--- src/rtl/pool_window_driver.sv ---
// pool_window_driver
//   Initiator side of a 2x2 pooling start/finish handshake. It walks a
//   MAP_N x MAP_N feature map in a synchronous input RAM at stride 2.
//   For each 2x2 window it reads the four words and presents them to the
//   pooling unit. It then waits for the pooled pixel and writes it, in
//   row-major order, into an output RAM of (MAP_N/2)^2 words.
//   An odd MAP_N ignores the last row and column.
//
// Ports
//   clk, rst_n       rising-edge clock, asynchronous active-low reset
//   go               1-cycle pulse that starts a full pass (ignored while busy)
//   busy             high from the cycle after go until done
//   done             1-cycle pulse at the end of a pass (normal or aborted)
//   err              sticky watchdog flag, cleared by the next accepted go
//   rd_en/rd_addr    input RAM read strobe/address; rd_data arrives 1 cycle later
//   pool_start       request to the pooling unit
//   pool_win         5x5 window of 16-bit entries, row-major [x][y]; only
//                    [0][0],[0][1],[1][0],[1][1] are driven, the rest are 0
//   pool_finish      pooling unit done level; pool_pixel is valid while it is high
//   wr_en/wr_addr    output RAM write strobe/address
//   wr_data          pooled pixel captured from pool_pixel
//
// Optional feature
//   POOL_TIMEOUT_EN  enables a watchdog of TIMEOUT cycles on each handshake
//                    phase. On expiry it sets err and aborts the pass. When the
//                    macro is undefined, the phases wait forever and err is 0.
module pool_window_driver #(
  parameter int MAP_N   = 28,
  parameter int ADDR_W  = 16,
  parameter int TIMEOUT = 64
) (
  input  logic              clk,
  input  logic              rst_n,
  input  logic              go,
  output logic              busy,
  output logic              done,
  output logic              err,
  output logic              rd_en,
  output logic [ADDR_W-1:0] rd_addr,
  input  logic [15:0]       rd_data,
  output logic              pool_start,
  output logic [25*16-1:0]  pool_win,
  input  logic              pool_finish,
  input  logic [15:0]       pool_pixel,
  output logic              wr_en,
  output logic [ADDR_W-1:0] wr_addr,
  output logic [15:0]       wr_data
);

  localparam int HALF = MAP_N / 2;
  localparam logic [ADDR_W-1:0] N_A    = ADDR_W'(MAP_N);
  localparam logic [ADDR_W-1:0] HALF_A = ADDR_W'(HALF);
  localparam logic [ADDR_W-1:0] LAST   = (HALF > 0) ? ADDR_W'(HALF - 1) : '0;
  localparam logic [ADDR_W-1:0] ONE    = ADDR_W'(1);

  typedef enum logic [2:0] {
    S_IDLE, S_FETCH, S_ISSUE, S_WRITE, S_RELEASE, S_DONE
  } state_t;

  state_t            state;
  logic [ADDR_W-1:0] win_r, win_c;
  logic [ADDR_W-1:0] nxt_r, nxt_c;
  logic [ADDR_W-1:0] base;
  logic              last_win;
  logic [2:0]        fcnt;
  logic [15:0]       w00, w01, w10, w11;

`ifdef POOL_TIMEOUT_EN
  localparam logic [31:0] TO_LAST = 32'(TIMEOUT - 1);
  logic [31:0] wdog;
`else
  assign err = 1'b0;
`endif

  // Top-left input address of the window at output position (r, c).
  function automatic logic [ADDR_W-1:0] base_addr(input logic [ADDR_W-1:0] r,
                                                  input logic [ADDR_W-1:0] c);
    return ((r << 1) * N_A) + (c << 1);
  endfunction

  assign base     = base_addr(win_r, win_c);
  assign last_win = (win_r == LAST) && (win_c == LAST);
  assign nxt_c    = (win_c == LAST) ? '0 : win_c + ONE;
  assign nxt_r    = (win_c == LAST) ? win_r + ONE : win_r;

  always_comb begin
    pool_win          = '0;
    pool_win[0  +:16] = w00;
    pool_win[16 +:16] = w01;
    pool_win[80 +:16] = w10;
    pool_win[96 +:16] = w11;
  end

  always_ff @(posedge clk or negedge rst_n) begin
    if (!rst_n) begin
      state      <= S_IDLE;
      busy       <= 1'b0;
      done       <= 1'b0;
      rd_en      <= 1'b0;
      rd_addr    <= '0;
      pool_start <= 1'b0;
      wr_en      <= 1'b0;
      wr_addr    <= '0;
      wr_data    <= '0;
      win_r      <= '0;
      win_c      <= '0;
      fcnt       <= '0;
      w00        <= '0;
      w01        <= '0;
      w10        <= '0;
      w11        <= '0;
`ifdef POOL_TIMEOUT_EN
      err        <= 1'b0;
      wdog       <= '0;
`endif
    end else begin
      case (state)
        S_IDLE: begin
          if (go) begin
            win_r <= '0;
            win_c <= '0;
`ifdef POOL_TIMEOUT_EN
            err   <= 1'b0;
`endif
            if (HALF == 0) begin
              // Degenerate map: nothing to pool, finish straight away.
              state <= S_DONE;
              done  <= 1'b1;
            end else begin
              state   <= S_FETCH;
              busy    <= 1'b1;
              rd_en   <= 1'b1;
              rd_addr <= '0;
              fcnt    <= '0;
            end
          end
        end

        // Reads are issued in cycles 0..3; each word is captured one cycle later.
        S_FETCH: begin
          fcnt <= fcnt + 3'd1;
          case (fcnt)
            3'd0:    rd_addr <= base + ONE;
            3'd1:    rd_addr <= base + N_A;
            3'd2:    rd_addr <= base + N_A + ONE;
            3'd3:    rd_en   <= 1'b0;
            default: ;
          endcase
          case (fcnt)
            3'd1: w00 <= rd_data;
            3'd2: w01 <= rd_data;
            3'd3: w10 <= rd_data;
            3'd4: begin
              w11        <= rd_data;
              state      <= S_ISSUE;
              pool_start <= 1'b1;
`ifdef POOL_TIMEOUT_EN
              wdog       <= '0;
`endif
            end
            default: ;
          endcase
        end

        S_ISSUE: begin
          if (pool_finish) begin
            wr_data    <= pool_pixel;
            wr_addr    <= (win_r * HALF_A) + win_c;
            wr_en      <= 1'b1;
            pool_start <= 1'b0;
            state      <= S_WRITE;
          end
`ifdef POOL_TIMEOUT_EN
          else if (wdog == TO_LAST) begin
            err        <= 1'b1;
            pool_start <= 1'b0;
            busy       <= 1'b0;
            done       <= 1'b1;
            state      <= S_DONE;
          end else begin
            wdog <= wdog + 32'd1;
          end
`endif
        end

        S_WRITE: begin
          wr_en <= 1'b0;
          state <= S_RELEASE;
`ifdef POOL_TIMEOUT_EN
          wdog  <= '0;
`endif
        end

        // Wait for the pooling unit to drop finish before the next window.
        S_RELEASE: begin
          if (!pool_finish) begin
            if (last_win) begin
              state <= S_DONE;
              done  <= 1'b1;
              busy  <= 1'b0;
            end else begin
              win_r   <= nxt_r;
              win_c   <= nxt_c;
              rd_en   <= 1'b1;
              rd_addr <= base_addr(nxt_r, nxt_c);
              fcnt    <= '0;
              state   <= S_FETCH;
            end
          end
`ifdef POOL_TIMEOUT_EN
          else if (wdog == TO_LAST) begin
            err   <= 1'b1;
            busy  <= 1'b0;
            done  <= 1'b1;
            state <= S_DONE;
          end else begin
            wdog <= wdog + 32'd1;
          end
`endif
        end

        S_DONE: begin
          done  <= 1'b0;
          state <= S_IDLE;
        end

        default: state <= S_IDLE;
      endcase
    end
  end

endmodule

--- config.mk ---
export PLATFORM = sky130hd
export DESIGN_NAME = pool_window_driver
export DESIGN_NICKNAME = d
export VERILOG_FILES = /design/src/rtl/pool_window_driver.sv
export SDC_FILE = /design/constraint.sdc
export NUM_CORES = 1
export LEC_CHECK = 0
export ABC_CLOCK_PERIOD_IN_PS = 9500
export CAP_MARGIN = 20
export CORE_AREA = 8 8 189 191
export DETAILED_ROUTE_END_ITERATION = 7
export DIE_AREA = 0 0 197 199
export DONT_BUFFER_PORTS = 1
export PLACE_DENSITY_LB_ADDON = 0.15
export SYNTH_ARGS = -nofsm -noshare
export SYNTH_HDL_FRONTEND = slang
export SYNTH_SLANG_ARGS = --single-unit
--- constraint.sdc ---
create_clock -name clk -period 9.5 [get_ports clk]
set_clock_uncertainty 0.15 [all_clocks]
set_input_delay 1.9 -clock clk [delete_from_list [all_inputs] [get_ports clk]]
set_output_delay 1.9 -clock clk [all_outputs]
set_load 0.005 [all_outputs]
# --- Word-level counts from Yosys, hierarchy flattened ---
# Cells that the tools add are included.
# W data, S select, Z words.
op_classes:
  n_div: 0
  n_eq_ne: 20
  n_reduce_logical: 23
  n_mul: 3
  shift: 0
  bitwise: 0
  add_sub_neg: 9
  muxes: 39
  n_lt_le_gt_ge: 0
ops:
  columns: ["operator", "n"]
  rows:
  - ["$mux W16", 9]
  - ["$pmux W16 S3", 2]
  - ["$add A16 B1 Y16 const B", 4]
  - ["$pmux W16 S2", 2]
  - ["$add A16 B16 Y16", 3]
  - ["$eq A16 B4 Y1 const B", 2]
  - ["$mul A15 B3 Y13 const B", 2]
  - ["$mux W3", 8]
  - ["$add A16 B5 Y16 const B", 1]
  - ["$mul A16 B3 Y15 const B", 1]
  - ["$reduce_and A4 Y1", 4]
  - ["$pmux W3 S5", 1]
  - ["$reduce_and A5 Y1", 3]
  - ["$ne A2 B2 Y1 const B", 7]
  - ["$eq A3 B2 Y1 const B", 4]
  - ["$reduce_and A2 Y1", 6]
  - ["$mux W1", 11]
  - ["$eq A3 B3 Y1 const B", 3]
  - ["$pmux W3 S3", 1]
  - ["$pmux W1 S2", 4]
  - ["$reduce_bool A2 Y1", 4]
  - ["$eq A3 B1 Y1 const B", 2]
  - ["$logic_not A3 Y1", 2]
  - ["$reduce_and A3 Y1", 2]
  - ["other kinds (6)", 6]
totals:
  latchBits: 0
  mem_bits_ro: 0
  input_bits: 36
  mem_count: 0
  ramBits: 0
  elab_cells: 111
  reg_bits: 155

# --- Depth between registers and ports, before layout ---
logic_depth:
  depth_word: 7
  ltp_mapped: 26

# --- Least setup slack after synthesis ---
# Ideal clock, no wire load.
synth_path:
  path_type: "reg2reg"
  from: "reg win_c[2]"
  to: "reg rd_addr[15]"
  t_required_ns: 9.221
  path_buffers: 1
  synth_period_minus_slack_ns: 4.880
  setup_slack_ns: 4.620
  path_stages_with_launch: 21
  arrival_time_ns: 4.600
  path_cell_list: "dfrtp_1 > nor4bb_4 > and4_1 > buf_6 > nand2_1 > xor2_1 > inv_1 > fa_1 > ha_1 > inv_1 > fa_1 > inv_1 > ha_1 > a21o_1 > a2111oi_0 > o31ai_1 > nor4_1 > nor3_1 > xnor2_1 > nand2_1 > o221ai_2"
synth_between:
  elab_chain_cells: 7
synth_lines:
  columns: ["element", "line_no", "rtl"]
  rows:
  - ["from (decl)", "61", "logic [ADDR_W-1:0] win_r, win_c;"]
  - ["from (signal assigned)", "203", "win_c <= nxt_c;"]
  - ["$eq A16 B4 Y1", "82, 83, 84", null]
  - ["$mux W16", "84", "assign nxt_r = (win_c == LAST) ? win_r + ONE : win_r;"]
  - ["$mul A15 B3 Y13", "78", "return ((r << 1) * N_A) + (c << 1);"]
  - ["$add A16 B16 Y16", "78", null]
  - ["$mux W16", "197", "if (last_win) begin"]
  - ["$mux W16", "196", "if (!pool_finish) begin"]
  - ["$pmux W16 S3", "117", "case (state)"]
  - ["to (signal assigned)", "143", "3'd0: rd_addr <= base + ONE;"]
  - ["to (signal assigned)", "144", "3'd1: rd_addr <= base + N_A;"]
  - ["to (signal assigned)", "205", "rd_addr <= base_addr(nxt_r, nxt_c);"]
  - ["to (decl)", "39", "output logic [ADDR_W-1:0] rd_addr,"]
# Parallel ways exist; a longest one is shown, timed or not. The select of a mux whose other input is x is not followed.
# A chain may end at the register's enable or synchronous reset.

# --- Worst setup path in the final report ---
layout_path:
  from: "reg win_c[13]"
  to: "reg rd_addr[15]"
# Same word-level chain as after synthesis.

==> flow_summary.ini <==
[setup_path]
worstPathArrival_ps = 6130
worstPathRequired_ps = 9650
worst_setup_path_start_kind = flop
startpoint = win_c[13]$_DFFE_PN0P_
worstSetupPathType = flop to flop
cp_max_fo = 13
endpoint_kind = flop
r2r-start = win_c[13]$_DFFE_PN0P_

[placement]
place.gp.congestion = 0.828
placed_area_sq_um = 12100
io_buffers = 0
dpl.hpwl_um = 25800

[grt]
grt_start_max_net_pins = 156
grt_pass1_vias = 8516
grt.overflow.total = 0
grt_antenna_before_repair = 0
grt_first_pass_wirelength_um = 49800
grtUsageTotal = 0.162

[synthesis]
yosysTopAreaCell = dfrtp_1
yosys_warnings = 0
async_flop_share = 1.00
netlist_instances = 1398
synth_mux_area_frac = 0.0572
postSynthAreaPerCell_sq_um = 9.27
synthAdderAreaFrac = 0.129
synth_top_family_by_area = buffers and inverters
synth_xor_area_frac = 0.0666
synthTopCellsByArea = dfrtp_1 30%, buf_4 20%, ha_1 8.7%
synth_ff_type = dfrtp_1
synthDistinctLibCells = 71
synthSimpleGateAreaFrac = 0.117
synth_edf_count = 0
yosysTopAreaCellShare = 0.299
syn_area_sq_um = 13000
synth.most_common_cell = buf_4
ys_seq_elements = 155
ys_top_cells_by_count = 339 x buf_4, 155 x dfrtp_1, 127 x nand2_1, 90 x ha_1, 78 x nor2_1
ys_seq_area_frac = 0.299
synth-compound-area-share = 0.103

[detailed_routing]
vias = 8255
drc_errors = 0
vias_per_cell = 4.47
wl_per_cell_um = 17.8
wl_um = 32900
drtIter0Drc = 395
ant_nets = 0
first_pass_iters = 5

[cells_and_area]
nets = 1538
finalInstanceArea_sq_um = 12700
n_fill_cell = 3387
drive_gt1_frac = 0.0780
diodes = 0
syn2layout_area_growth_pct = -1.86

[die]
die_h_um = 199
core-area_sq_um = 32900
dieArea_sq_um = 39200
initial_utilization = 0.394
ios = 490
die_w_um = 197
rows = 67

[timing]
fin_hold_ws_ps = 365
worst_pin_slew_ps = 947
grt_setup_unrepaired = no
slew_headroom = 0.367
slew_viol_final = 0
fin_tns_setup_ps = 0
setup_viol = 0
fmax_mhz = 167
hold_viol_final = 0
post-route-period-util = 0.629
finalCriticalPeriod_ps = 5980

[clocking]
holdBufCountCts = 0
postCtsSetupBuffers = 0
cts_tree = done
cts_resized = 0
cts_sinks = 155
cts_max_level = 4
cts_inserted_buffers = 17
clockBufferDepth = 2
path_clk_slew_ps = 80
clk_latency_ps = 440
cts_root_buffer = clkbuf_16

[power]
power.density_nw_per_um2 = 188
ir_drop_mv = 0.131
p_leak_nw = 6.49
finalPower_mw = 2.38

[worst_hold_path]
hp-start = wr_data[14]$_DFFE_PN0P_
hold_path.class = flop to flop

[status]
status = completed

[job]
maxCapViolCount = 0
==> metrics by stage <==
step / util / cells / setup WS [ps]
6_report: 0.387 / 1846 / 3520
5_1_grt: 0.387 / 1846 / 2950
4_1_cts: 0.387 / 1846 / 3540
3_5_place_dp: 0.368 / 1814 / 3610
3_3_place_gp: 0.368 / 1814 / 3700
2_1_floorplan: - / 1734 / 4620
==> worst paths after layout <==
| kind | end | slack [ps] | cells past startpoint |
|---|---|---|---|
| max | rd_addr[15]$_DFFE_PN0P_ | 3520 | 23 |
| min | wr_data[14]$_DFFE_PN0P_ | 370 | 2 |
| max reg2reg | rd_addr[15]$_DFFE_PN0P_ | 3520 | 23 |
| min reg2reg | wr_data[14]$_DFFE_PN0P_ | 370 | 2 |
| max in group asynchronous | fcnt[0]$_DFFE_PN0P_ | 7910 | 0 |
| min in group asynchronous | wr_addr[15]$_DFFE_PN0P_ | 1000 | 0 |
==> cells by family (layout without fill, tap and decap cells) <==
kind of cell,after synthesis,count (layout)
adders and majority gates,117,117
xor gates and xnor gates,94,94
AOI/OAI and AO/OA,212,212
and+or+nand+nor,319,319
DFF,155,155
buffers and inverters,434,98
muxes,66,66
other,1,337
==> cell usage in the layout (no fill, tap or decap), types with 16 or more instances in the layout <==
master and count:
nor2_1 78, ha_1 90, nand3_1 20, xnor2_1 66, xor2_1 25, conb_1 337, o21ai_1 18, inv_1 62
clkbuf_16 17, fa_1 27, a21o_1 16, o21ai_0 50, nor3_1 16, dfrtp_1 155, mux2_2 53, a21oi_1 52
nand2_1 127
==> layer usage <==
metal | GRT usage | part of all wire
met5 | 0 | 0
met2 | 0.278 | 0.50
met1 | 0.189 | 0.39
met4 | 0.0460 | 0.012
met3 | 0.0568 | 0.092
==> final cells by class <==
type | count | area [sq um] | area share
clock buffer | 18 | 439 | 0.0345
timing repair buffer | 4 | 30.0 | 0.00236
tap | 448 | 561 | 0.0441
inverter | 62 | 233 | 0.0183
clock inverter | 14 | 171 | 0.0135
sequential | 155 | 3880 | 0.305
multi-input combinational | 1145 | 7400 | 0.582
==> power by group <==
group | switching, mW | internal, mW | total, mW
Clock | 0.328 | 0.384 | 0.712
Sequential | 0.236 | 0.893 | 1.13
Combinational | 0.319 | 0.223 | 0.543
==> critical path: stages, from the launching register on <==
cell,delay (ps)
dfrtp_1,510
nor4_2,450
nand4_1,580
nor2_1,380
xor2_1,280
inv_1,140
fa_1,560
inv_1,60
ha_1,280
a21o_1,160
a21oi_1,220
o21bai_1,90
a21oi_1,230
o21bai_1,90
a21oi_1,240
xnor2_1,100
ha_1,340
nand3_1,90
o31ai_1,290
nor4_1,100
nor3_1,250
xnor2_1,90
nand2_1,80
o221ai_2,70
(Power assumes the default switching activity.)
